$ cat src/rtl/wb_burst_master_if.sv
// Command, write/read data streams and Wishbone master bus of wb_burst_master.
// clk and reset stay outside as plain ports.
interface wb_burst_master_if #(
  parameter int unsigned aw = 32,
  parameter int unsigned dw = 32
);
  logic              cmd_valid_i;
  logic              cmd_ready_o;
  logic              cmd_we_i;
  logic [aw-1:0]     cmd_adr_i;
  logic [dw/8-1:0]   cmd_sel_i;
  logic [3:0]        cmd_len_i;
  logic [1:0]        cmd_bte_i;

  logic [dw-1:0]     wdat_i;
  logic              wdat_valid_i;
  logic              wdat_ready_o;
  logic [dw-1:0]     rdat_o;
  logic              rdat_valid_o;
  logic              done_o;
  logic              err_o;

  logic [aw-1:0]     wb_adr_o;
  logic [dw-1:0]     wb_dat_o;
  logic [dw/8-1:0]   wb_sel_o;
  logic              wb_we_o;
  logic [2:0]        wb_cti_o;
  logic [1:0]        wb_bte_o;
  logic              wb_cyc_o;
  logic              wb_stb_o;
  logic [dw-1:0]     wb_dat_i;
  logic              wb_ack_i;
  logic              wb_err_i;
  logic              wb_rty_i;

  modport master (
    input  cmd_valid_i, cmd_we_i, cmd_adr_i, cmd_sel_i, cmd_len_i, cmd_bte_i,
    input  wdat_i, wdat_valid_i, wb_dat_i, wb_ack_i, wb_err_i, wb_rty_i,
    output cmd_ready_o, wdat_ready_o, rdat_o, rdat_valid_o, done_o, err_o,
    output wb_adr_o, wb_dat_o, wb_sel_o, wb_we_o, wb_cti_o, wb_bte_o, wb_cyc_o, wb_stb_o
  );

  modport slave (
    output cmd_valid_i, cmd_we_i, cmd_adr_i, cmd_sel_i, cmd_len_i, cmd_bte_i,
    output wdat_i, wdat_valid_i, wb_dat_i, wb_ack_i, wb_err_i, wb_rty_i,
    input  cmd_ready_o, wdat_ready_o, rdat_o, rdat_valid_o, done_o, err_o,
    input  wb_adr_o, wb_dat_o, wb_sel_o, wb_we_o, wb_cti_o, wb_bte_o, wb_cyc_o, wb_stb_o
  );
endinterface

$ cat src/rtl/wb_burst_master.sv
// Wishbone B4 registered-feedback burst master: one command of up to 16 beats,
// linear or wrapping addressing, err/rty/timeout abort, one-cycle done pulse.
module wb_burst_master #(
  parameter int unsigned aw      = 32,
  parameter int unsigned dw      = 32,
  parameter int unsigned TIMEOUT = 255
) (
  input  logic              wb_clk_i,
  input  logic              wb_rst_ni,
  wb_burst_master_if.master bus
);
  localparam int unsigned sw = dw / 8;
  localparam int unsigned tw = $clog2(TIMEOUT + 1);

  localparam logic [1:0] IDLE  = 2'd0;
  localparam logic [1:0] WFILL = 2'd1;
  localparam logic [1:0] BUS   = 2'd2;
  localparam logic [1:0] DONE  = 2'd3;

  logic [1:0]    state_q, state_d;
  logic          cmd_ready_q, cmd_ready_d, wdat_ready_q, wdat_ready_d;
  logic [dw-1:0] rdat_q, rdat_d, dat_q, dat_d;
  logic          rdat_valid_q, rdat_valid_d, done_q, done_d, err_q, err_d;
  logic [aw-1:0] adr_q, adr_d;
  logic [sw-1:0] sel_q, sel_d;
  logic          we_q, we_d, cyc_q, cyc_d, stb_q, stb_d, eflag_q, eflag_d;
  logic [2:0]    cti_q, cti_d;
  logic [1:0]    bte_q, bte_d;
  logic [3:0]    cnt_q, cnt_d;
  logic [tw-1:0] tcnt_q, tcnt_d;
  logic          fail, ack, tout;

  // Next beat address: linear, or wrap inside a 4/8/16-beat aligned block.
  function automatic logic [aw-1:0] next_adr(input logic [aw-1:0] a, input logic [1:0] bte);
    logic [aw-1:0] inc, mask;
    inc = a + aw'(sw);
    case (bte)
      2'b01:   mask = aw'(sw * 4 - 1);
      2'b10:   mask = aw'(sw * 8 - 1);
      2'b11:   mask = aw'(sw * 16 - 1);
      default: mask = '1;
    endcase
    return (a & ~mask) | (inc & mask);
  endfunction

  always_comb begin
    state_d      = state_q;
    cmd_ready_d  = cmd_ready_q;
    wdat_ready_d = wdat_ready_q;
    rdat_d       = rdat_q;
    rdat_valid_d = 1'b0;
    done_d       = 1'b0;
    err_d        = 1'b0;
    adr_d        = adr_q;
    dat_d        = dat_q;
    sel_d        = sel_q;
    we_d         = we_q;
    cti_d        = cti_q;
    bte_d        = bte_q;
    cyc_d        = cyc_q;
    stb_d        = stb_q;
    cnt_d        = cnt_q;
    tcnt_d       = tcnt_q;
    eflag_d      = eflag_q;
    // err/rty outrank ack; ack outranks the timeout on the same cycle
    fail = stb_q & (bus.wb_err_i | bus.wb_rty_i);
    ack  = stb_q & bus.wb_ack_i & ~fail;
    tout = stb_q & ~bus.wb_ack_i & ~fail & (tcnt_q == tw'(TIMEOUT - 1));

    case (state_q)
      IDLE: begin
        if (bus.cmd_valid_i && cmd_ready_q) begin
          cmd_ready_d = 1'b0;
          we_d        = bus.cmd_we_i;
          adr_d       = bus.cmd_adr_i;
          sel_d       = bus.cmd_sel_i;
          bte_d       = bus.cmd_bte_i;
          cnt_d       = bus.cmd_len_i;
          cti_d       = (bus.cmd_len_i == 4'd0) ? 3'b000 : 3'b010;
          tcnt_d      = '0;
          eflag_d     = 1'b0;
          if (bus.cmd_we_i) begin
            wdat_ready_d = 1'b1;
            state_d      = WFILL;
          end else begin
            cyc_d   = 1'b1;
            stb_d   = 1'b1;
            state_d = BUS;
          end
        end
      end
      WFILL: begin
        if (bus.wdat_valid_i) begin
          dat_d        = bus.wdat_i;
          wdat_ready_d = 1'b0;
          cyc_d        = 1'b1;
          stb_d        = 1'b1;
          tcnt_d       = '0;
          state_d      = BUS;
        end
      end
      BUS: begin
        if (fail || tout) begin
          cyc_d   = 1'b0;
          stb_d   = 1'b0;
          eflag_d = 1'b1;
          done_d  = 1'b1;
          err_d   = 1'b1;
          state_d = DONE;
        end else if (ack) begin
          if (!we_q) begin
            rdat_d       = bus.wb_dat_i;
            rdat_valid_d = 1'b1;
          end
          if (cnt_q == 4'd0) begin
            cyc_d   = 1'b0;
            stb_d   = 1'b0;
            done_d  = 1'b1;
            err_d   = eflag_q;
            state_d = DONE;
          end else begin
            adr_d  = next_adr(adr_q, bte_q);
            cnt_d  = cnt_q - 4'd1;
            cti_d  = (cnt_q == 4'd1) ? 3'b111 : 3'b010;
            tcnt_d = '0;
            if (we_q) begin
              stb_d        = 1'b0;
              wdat_ready_d = 1'b1;
              state_d      = WFILL;
            end
          end
        end else if (stb_q) begin
          tcnt_d = tcnt_q + tw'(1);
        end
      end
      default: begin
        cmd_ready_d = 1'b1;
        state_d     = IDLE;
      end
    endcase
  end

  always_ff @(posedge wb_clk_i or negedge wb_rst_ni) begin
    if (!wb_rst_ni) begin
      state_q <= IDLE;       cmd_ready_q <= 1'b1;  wdat_ready_q <= 1'b0;
      rdat_q <= '0;          dat_q <= '0;          rdat_valid_q <= 1'b0;
      done_q <= 1'b0;        err_q <= 1'b0;        adr_q <= '0;
      sel_q <= '0;           we_q <= 1'b0;         cyc_q <= 1'b0;
      stb_q <= 1'b0;         eflag_q <= 1'b0;      cti_q <= 3'b000;
      bte_q <= 2'b00;        cnt_q <= '0;          tcnt_q <= '0;
    end else begin
      state_q <= state_d;    cmd_ready_q <= cmd_ready_d;  wdat_ready_q <= wdat_ready_d;
      rdat_q <= rdat_d;      dat_q <= dat_d;       rdat_valid_q <= rdat_valid_d;
      done_q <= done_d;      err_q <= err_d;       adr_q <= adr_d;
      sel_q <= sel_d;        we_q <= we_d;         cyc_q <= cyc_d;
      stb_q <= stb_d;        eflag_q <= eflag_d;   cti_q <= cti_d;
      bte_q <= bte_d;        cnt_q <= cnt_d;       tcnt_q <= tcnt_d;
    end
  end

  assign bus.cmd_ready_o  = cmd_ready_q;
  assign bus.wdat_ready_o = wdat_ready_q;
  assign bus.rdat_o       = rdat_q;
  assign bus.rdat_valid_o = rdat_valid_q;
  assign bus.done_o       = done_q;
  assign bus.err_o        = err_q;
  assign bus.wb_adr_o     = adr_q;
  assign bus.wb_dat_o     = dat_q;
  assign bus.wb_sel_o     = sel_q;
  assign bus.wb_we_o      = we_q;
  assign bus.wb_cti_o     = cti_q;
  assign bus.wb_bte_o     = bte_q;
  assign bus.wb_cyc_o     = cyc_q;
  assign bus.wb_stb_o     = stb_q;
endmodule

$ cat src/flat_wrapper.sv
// flat-port wrapper written by rule: the top's interface ports become plain ports
module wb_burst_master_flat 
#(
  parameter int unsigned aw      = 32,
  parameter int unsigned dw      = 32,
  parameter int unsigned TIMEOUT = 255
)
  (wb_clk_i, wb_rst_ni, bus_cmd_valid_i, bus_cmd_we_i, bus_cmd_adr_i, bus_cmd_sel_i, bus_cmd_len_i, bus_cmd_bte_i, bus_wdat_i, bus_wdat_valid_i, bus_wb_dat_i, bus_wb_ack_i, bus_wb_err_i, bus_wb_rty_i, bus_cmd_ready_o, bus_wdat_ready_o, bus_rdat_o, bus_rdat_valid_o, bus_done_o, bus_err_o, bus_wb_adr_o, bus_wb_dat_o, bus_wb_sel_o, bus_wb_we_o, bus_wb_cti_o, bus_wb_bte_o, bus_wb_cyc_o, bus_wb_stb_o);
  wb_burst_master_if #(.aw(aw), .dw(dw)) bus_i ();
  input  logic wb_clk_i;
  input  logic wb_rst_ni;
  input wire logic [$bits(bus_i.cmd_valid_i)-1:0] bus_cmd_valid_i;
  input wire logic [$bits(bus_i.cmd_we_i)-1:0] bus_cmd_we_i;
  input wire logic [$bits(bus_i.cmd_adr_i)-1:0] bus_cmd_adr_i;
  input wire logic [$bits(bus_i.cmd_sel_i)-1:0] bus_cmd_sel_i;
  input wire logic [$bits(bus_i.cmd_len_i)-1:0] bus_cmd_len_i;
  input wire logic [$bits(bus_i.cmd_bte_i)-1:0] bus_cmd_bte_i;
  input wire logic [$bits(bus_i.wdat_i)-1:0] bus_wdat_i;
  input wire logic [$bits(bus_i.wdat_valid_i)-1:0] bus_wdat_valid_i;
  input wire logic [$bits(bus_i.wb_dat_i)-1:0] bus_wb_dat_i;
  input wire logic [$bits(bus_i.wb_ack_i)-1:0] bus_wb_ack_i;
  input wire logic [$bits(bus_i.wb_err_i)-1:0] bus_wb_err_i;
  input wire logic [$bits(bus_i.wb_rty_i)-1:0] bus_wb_rty_i;
  output wire logic [$bits(bus_i.cmd_ready_o)-1:0] bus_cmd_ready_o;
  output wire logic [$bits(bus_i.wdat_ready_o)-1:0] bus_wdat_ready_o;
  output wire logic [$bits(bus_i.rdat_o)-1:0] bus_rdat_o;
  output wire logic [$bits(bus_i.rdat_valid_o)-1:0] bus_rdat_valid_o;
  output wire logic [$bits(bus_i.done_o)-1:0] bus_done_o;
  output wire logic [$bits(bus_i.err_o)-1:0] bus_err_o;
  output wire logic [$bits(bus_i.wb_adr_o)-1:0] bus_wb_adr_o;
  output wire logic [$bits(bus_i.wb_dat_o)-1:0] bus_wb_dat_o;
  output wire logic [$bits(bus_i.wb_sel_o)-1:0] bus_wb_sel_o;
  output wire logic [$bits(bus_i.wb_we_o)-1:0] bus_wb_we_o;
  output wire logic [$bits(bus_i.wb_cti_o)-1:0] bus_wb_cti_o;
  output wire logic [$bits(bus_i.wb_bte_o)-1:0] bus_wb_bte_o;
  output wire logic [$bits(bus_i.wb_cyc_o)-1:0] bus_wb_cyc_o;
  output wire logic [$bits(bus_i.wb_stb_o)-1:0] bus_wb_stb_o;
  assign bus_i.cmd_valid_i = bus_cmd_valid_i;
  assign bus_i.cmd_we_i = bus_cmd_we_i;
  assign bus_i.cmd_adr_i = bus_cmd_adr_i;
  assign bus_i.cmd_sel_i = bus_cmd_sel_i;
  assign bus_i.cmd_len_i = bus_cmd_len_i;
  assign bus_i.cmd_bte_i = bus_cmd_bte_i;
  assign bus_i.wdat_i = bus_wdat_i;
  assign bus_i.wdat_valid_i = bus_wdat_valid_i;
  assign bus_i.wb_dat_i = bus_wb_dat_i;
  assign bus_i.wb_ack_i = bus_wb_ack_i;
  assign bus_i.wb_err_i = bus_wb_err_i;
  assign bus_i.wb_rty_i = bus_wb_rty_i;
  assign bus_cmd_ready_o = bus_i.cmd_ready_o;
  assign bus_wdat_ready_o = bus_i.wdat_ready_o;
  assign bus_rdat_o = bus_i.rdat_o;
  assign bus_rdat_valid_o = bus_i.rdat_valid_o;
  assign bus_done_o = bus_i.done_o;
  assign bus_err_o = bus_i.err_o;
  assign bus_wb_adr_o = bus_i.wb_adr_o;
  assign bus_wb_dat_o = bus_i.wb_dat_o;
  assign bus_wb_sel_o = bus_i.wb_sel_o;
  assign bus_wb_we_o = bus_i.wb_we_o;
  assign bus_wb_cti_o = bus_i.wb_cti_o;
  assign bus_wb_bte_o = bus_i.wb_bte_o;
  assign bus_wb_cyc_o = bus_i.wb_cyc_o;
  assign bus_wb_stb_o = bus_i.wb_stb_o;
  wb_burst_master #(.aw(aw), .dw(dw), .TIMEOUT(TIMEOUT)) u_core (.wb_clk_i(wb_clk_i), .wb_rst_ni(wb_rst_ni), .bus(bus_i));
endmodule
$ cat config.mk
export PLATFORM = sky130hd
export DESIGN_NAME = wb_burst_master_flat
export DESIGN_NICKNAME = d
export VERILOG_FILES = /design/src/rtl/wb_burst_master_if.sv /design/src/rtl/wb_burst_master.sv /design/src/flat_wrapper.sv
export SDC_FILE = /design/constraint.sdc
export NUM_CORES = 1
export LEC_CHECK = 0
export ABC_AREA = 1
export BUFFER_PORTS_ARGS = -buffer_cell sky130_fd_sc_hd__buf_4
export CAP_MARGIN = 40
export CORE_MARGIN = 1
export CORE_UTILIZATION = 45
export DETAILED_ROUTE_END_ITERATION = 8
export PLACE_DENSITY = 0.79
export SLEW_MARGIN = 20
export SYNTH_ARGS = -nofsm -noshare
export SYNTH_HDL_FRONTEND = slang
export SYNTH_SLANG_ARGS = --single-unit
$ cat constraint.sdc
create_clock -name wb_clk_i -period 2.35 [get_ports wb_clk_i]
set_input_delay 0 -clock wb_clk_i [delete_from_list [all_inputs] [get_ports wb_clk_i]]
set_output_delay 0 -clock wb_clk_i [all_outputs]
set_load 0.03 [all_outputs]
## After elaboration in Yosys (flattened, before gate mapping)

Cells that the tools add are included.

- Output and inout port bits: 113
- Bits in registers: 128
- Logic and storage cells: 150

- Bitwise logic cells: 16
- Reduce and logical (&&, ||, !) cells: 19
- Add/subtract/negate cells: 3
- Muxes and demuxes: 73
- Eq/ne operators: 21

Operators by type and width:

| kind | count |
|---|---|
| 32-bit 2-to-1 mux | 8 |
| 32-bit one-hot mux with 3 select lines | 1 |
| 32-bit AND | 2 |
| 32-bit one-hot mux with 2 select lines | 1 |
| 8-bit 2-to-1 mux | 6 |
| 32-bit by 3-bit adder with 32-bit output, second input constant | 1 |
| 32-bit NOT | 1 |
| 32-bit OR | 1 |
| 1-bit 2-to-1 mux | 31 |
| 8-bit one-hot mux with 3 select lines | 1 |
| 6-bit AND reduction | 3 |
| 2-bit 2-to-1 mux | 8 |
| 4-bit 2-to-1 mux | 4 |
| 3-bit 2-to-1 mux | 5 |
| 2-bit != test, second input constant | 5 |
| 3-bit by 1-bit != test with 1-bit output, second input constant | 3 |
| 1-bit one-hot mux with 3 select lines | 3 |
| 8-bit by 1-bit adder with 8-bit output, second input constant | 1 |
| 8-bit == test, second input constant | 1 |
| 4-bit zero test | 2 |
| 2-bit by 1-bit != test with 1-bit output, second input constant | 4 |
| 4-bit one-hot mux with 2 select lines | 1 |
| 4-bit AND reduction | 2 |
| 8-bit AND reduction | 1 |
| other kinds (21) | 36 |

## Logic depth before layout (Yosys ltp)

- Word-level depth: 15
- Gate-level depth with buffers: 12

## Worst setup path before layout

Ideal clock, no wire load.

- Path type: flip-flop to flip-flop
- Start: register u_core.state_q[1]
- End: register with a tool-made name
- Arrival time: 1.641 ns
- Clock period less this slack: 1.761 ns
- Required time: 2.229 ns
- Slack: 0.589 ns
- Cell stages (with the launch flop): 12
- Cells stage by stage: dfrtp_1 inv_1 ha_1 inv_1 a21oi_2 inv_1 nand2_1 nor2_4 nand3_4 buf_4 o21ai_1 nand2_1

RTL lines:

| what | RTL line | RTL |
|---|---|---|
| from (decl) | wb_burst_master.sv:20 | `logic [1:0] state_q, state_d;` |
| from (signal assigned) | wb_burst_master.sv:152 | `state_q <= state_d; cmd_ready_q <= cmd_ready_d; wdat_ready_q <= wdat_ready_d;` |

==> results.md <==
* Grt total ovfl at 0
* NumNets Final at 1,272
* Most frequent cells after synthesis: nand2_1, dfrtp_1, nor2_1, inv_1, o21ai_0
* Routed via count at 6,771
* Status: completed
* Area contributors post-synth: dfrtp_1, nand2_1, mux2_2, nor2_1, o21ai_0
* PostCTS Resize Cnt at 0
* Synth Cell Area at 6560 um^2
* Final Hold Violating Endpoints at 0
* Gpl congestion at 0.892
* Post-Syn Nets at 932
* Clock sinks at 127
* Slew margin rel. at 0.586
* Final ANT Viol Nets at 0
* Initial DRT Pass Iterations at 5
* CTS Root Cell: clkbuf_16
* Clk buf depth at 2
* Seq/Total Area, Yosys at 0.485
* Compound-cell area share of the yosys netlist at 0.0832
* LEAKAGE at 5.09 nW
* Fmax at 486 MHz
* Post-synthesis sequential element count at 127
* H-tree Lvls at 4
* Clk slew on worst S/H paths at 0.06 ns
* Cell mode on critical path: o21ai_0
* # port buffers at 226
* Mux contribution to synthesized area at 0.0635
* Share of layout cells above drive strength 1 at 0.284
* Placed Cells at 1,198
* Final period util at 0.876
* Crit-path max cell delay at 0.41 ns
* Die ar. at 15,100 um^2
* CTS Buf Count at 17
* Peak supply drop at 0.000843 V
* Die Width at 123 um
* WS Path Type: reg2reg
* Hold-fix buffers, CTS at 108
* HP Class: in2reg
* Most frequent cell after synthesis: nand2_1
* Mapped Cells at 805
* Antenna violations before repair at 0
* Synth Area in Adders at 0.0248
* Largest family of logic cells by synthesized area: simple AND/OR/NAND/NOR gates
* Unique cell type count in the Yosys netlist at 42
* Setup TNS at 0 ns
* Count of pins over their slew limit at 0
* Post-DP HPWL at 13.3 mm
* Critical Path AT at 2.40 ns
* Cell Pwr Density at 1360 nW/um^2
* Worst endpoint required time at 2.69 ns
* Buffers inserted by post-CTS timing repair at 0
* Xor-xnor portion of the synthesized cell area at 0.00668
* Routed vias/inst at 5.06
* Vias in the first global route at 6,579
* Gr usage total at 0.282
* Slew @ Worst Pin at 0.621 ns
* CTS tree: done
* Total Wirelength at 20.7 mm
* EDFF count, synth at 0
* Top_reg_cell synth: dfrtp_1
* WL/cell at 15.5 um
* First-pass GRT wire length at 32.2 mm
* RSZ-0062 raised after global routing: no
* Crit path launch type: register
* Synth Area in Simple Gates at 0.280
* Worst skew pair latency at 0.42 ns
* Area grow syn2layout at 54.4%
* # IOs at 227
* Crit path buf inv count at 3
* Antenna cells at 0
* Final setup violation count at 0
* Chip Height at 123 um
* Largest area contributor in the netlist: dfrtp_1
* Slowest CP cell: dfrtp_1
* Cell family with most CP delay: buffers and inverters
* Ys async rst share at 1.00
* CORE AREA at 14,000 um^2
* Initial core utilization at 0.467
* # rows at 43
* DRC Markers at 0
* Number of synthesis warnings at 0
* Minimum clock period at 2.06 ns
* Mean Syn Cell Area at 8.15 um^2
* Top cell type's share of synthesized area at 0.481
* Cell Chain, Critical Path: inv_1 > ha_1 > buf_4 > nand2_1 > inv_2 > o21ai_0 > o21ai_0 > nand2_1 > o21ai_0
* Clock Skew at 0.00961 ns
* Largest net degree at the start of global routing at 46
* Non-filler cells, final at 1,338
* Crit. End Element: register
* Max Cap Violations at 0
* Initial DRC Count at 426
* Crit-path max FO at 29
cells in the final DEF (no fill, tap or decap), drive strengths merged, types with 2 or more instances in the layout:
master and instances:
a21oi 23, a22o 2, a22oi 4, a31oi 2
and2 3, buf 236, bufinv 3, clkbuf 18
clkinv 3, clkinvlp 3, dfrtp 126, dlygate4sd3 108
ha 13, inv 67, mux2 37, nand2 273
nand3 29, nand3b 8, nand4 9, nor2 107
nor3 10, o21ai 59, o31ai 3, xor2 4
final timing paths:
kind / cells past startpoint / endpoint / start / slack, ns
setup / recovery: 9 / register / u_core.state_q[0] / 0.29
hold / removal: 5 / register / bus_cmd_adr_i[23] / 0.03
setup reg to reg: 9 / register / u_core.state_q[0] / 0.29
hold reg to reg: 2 / u_core.bus.err_o / u_core.eflag_q / 0.47
max in group asynchronous: 3 / u_core.bus.cmd_ready_o / wb_rst_ni / 1.52
min in group asynchronous: 2 / async pin / wb_rst_ni / 0.13
worst reg2reg max path, stage by stage (launching register included):
cell,delay [ns]
dfrtp_1,0.41
inv_1,0.14
ha_1,0.23
buf_4,0.35
nand2_1,0.14
inv_2,0.27
o21ai_0,0.14
o21ai_0,0.16
nand2_1,0.07
o21ai_0,0.07
per-layer routing:
layer,global-route usage,share of wire,vias up
li1,-,-,3261
met1,0.345,0.40,3135
met2,0.467,0.49,329
met3,0.0836,0.082,46
met4,0.110,0.027,0
met5,0,0,-
where the power goes:
group	switching, mW	total [mW]	internal, mW
Combinational	4.36	6.95	2.58
Sequential	0.886	4.07	3.19
Clock	1.04	2.72	1.68
Total	6.29	13.7	7.45
per-stage QoR:
stage	setup slack (ns)	utilization	power, mW	area [um^2]	hold slack, ns
floorplan	0.589	-	8.37	6560	-0.296
global placement	0.385	0.601	10.6	8440	0.0474
detailed placement	0.318	0.601	10.8	8440	0.0473
CTS	0.302	0.721	13.7	10100	0.0179
global route	0.0736	0.721	14.5	10100	0.0182
finish	0.291	0.721	13.7	10100	0.0267
cells by family after synthesis:
family / after synthesis
adders and majority gates: 13
muxes: 37
DFF: 127
buffers and inverters: 85
AOI/OAI and AO/OA: 97
xor gates and xnor gates: 5
and+or+nand+nor: 441
cell type report:
| class | count | area, um^2 |
|---|---|---|
| fill | 992 | 3910 |
| sequential | 127 | 3180 |
| multi-input combinational | 593 | 3000 |
| timing repair buffer | 344 | 2880 |
| clock buffer | 18 | 429 |
| inverter | 62 | 238 |
| tap | 180 | 225 |
| clock inverter | 14 | 179 |
No activity file was read; power rests on OpenSTA's default activity.
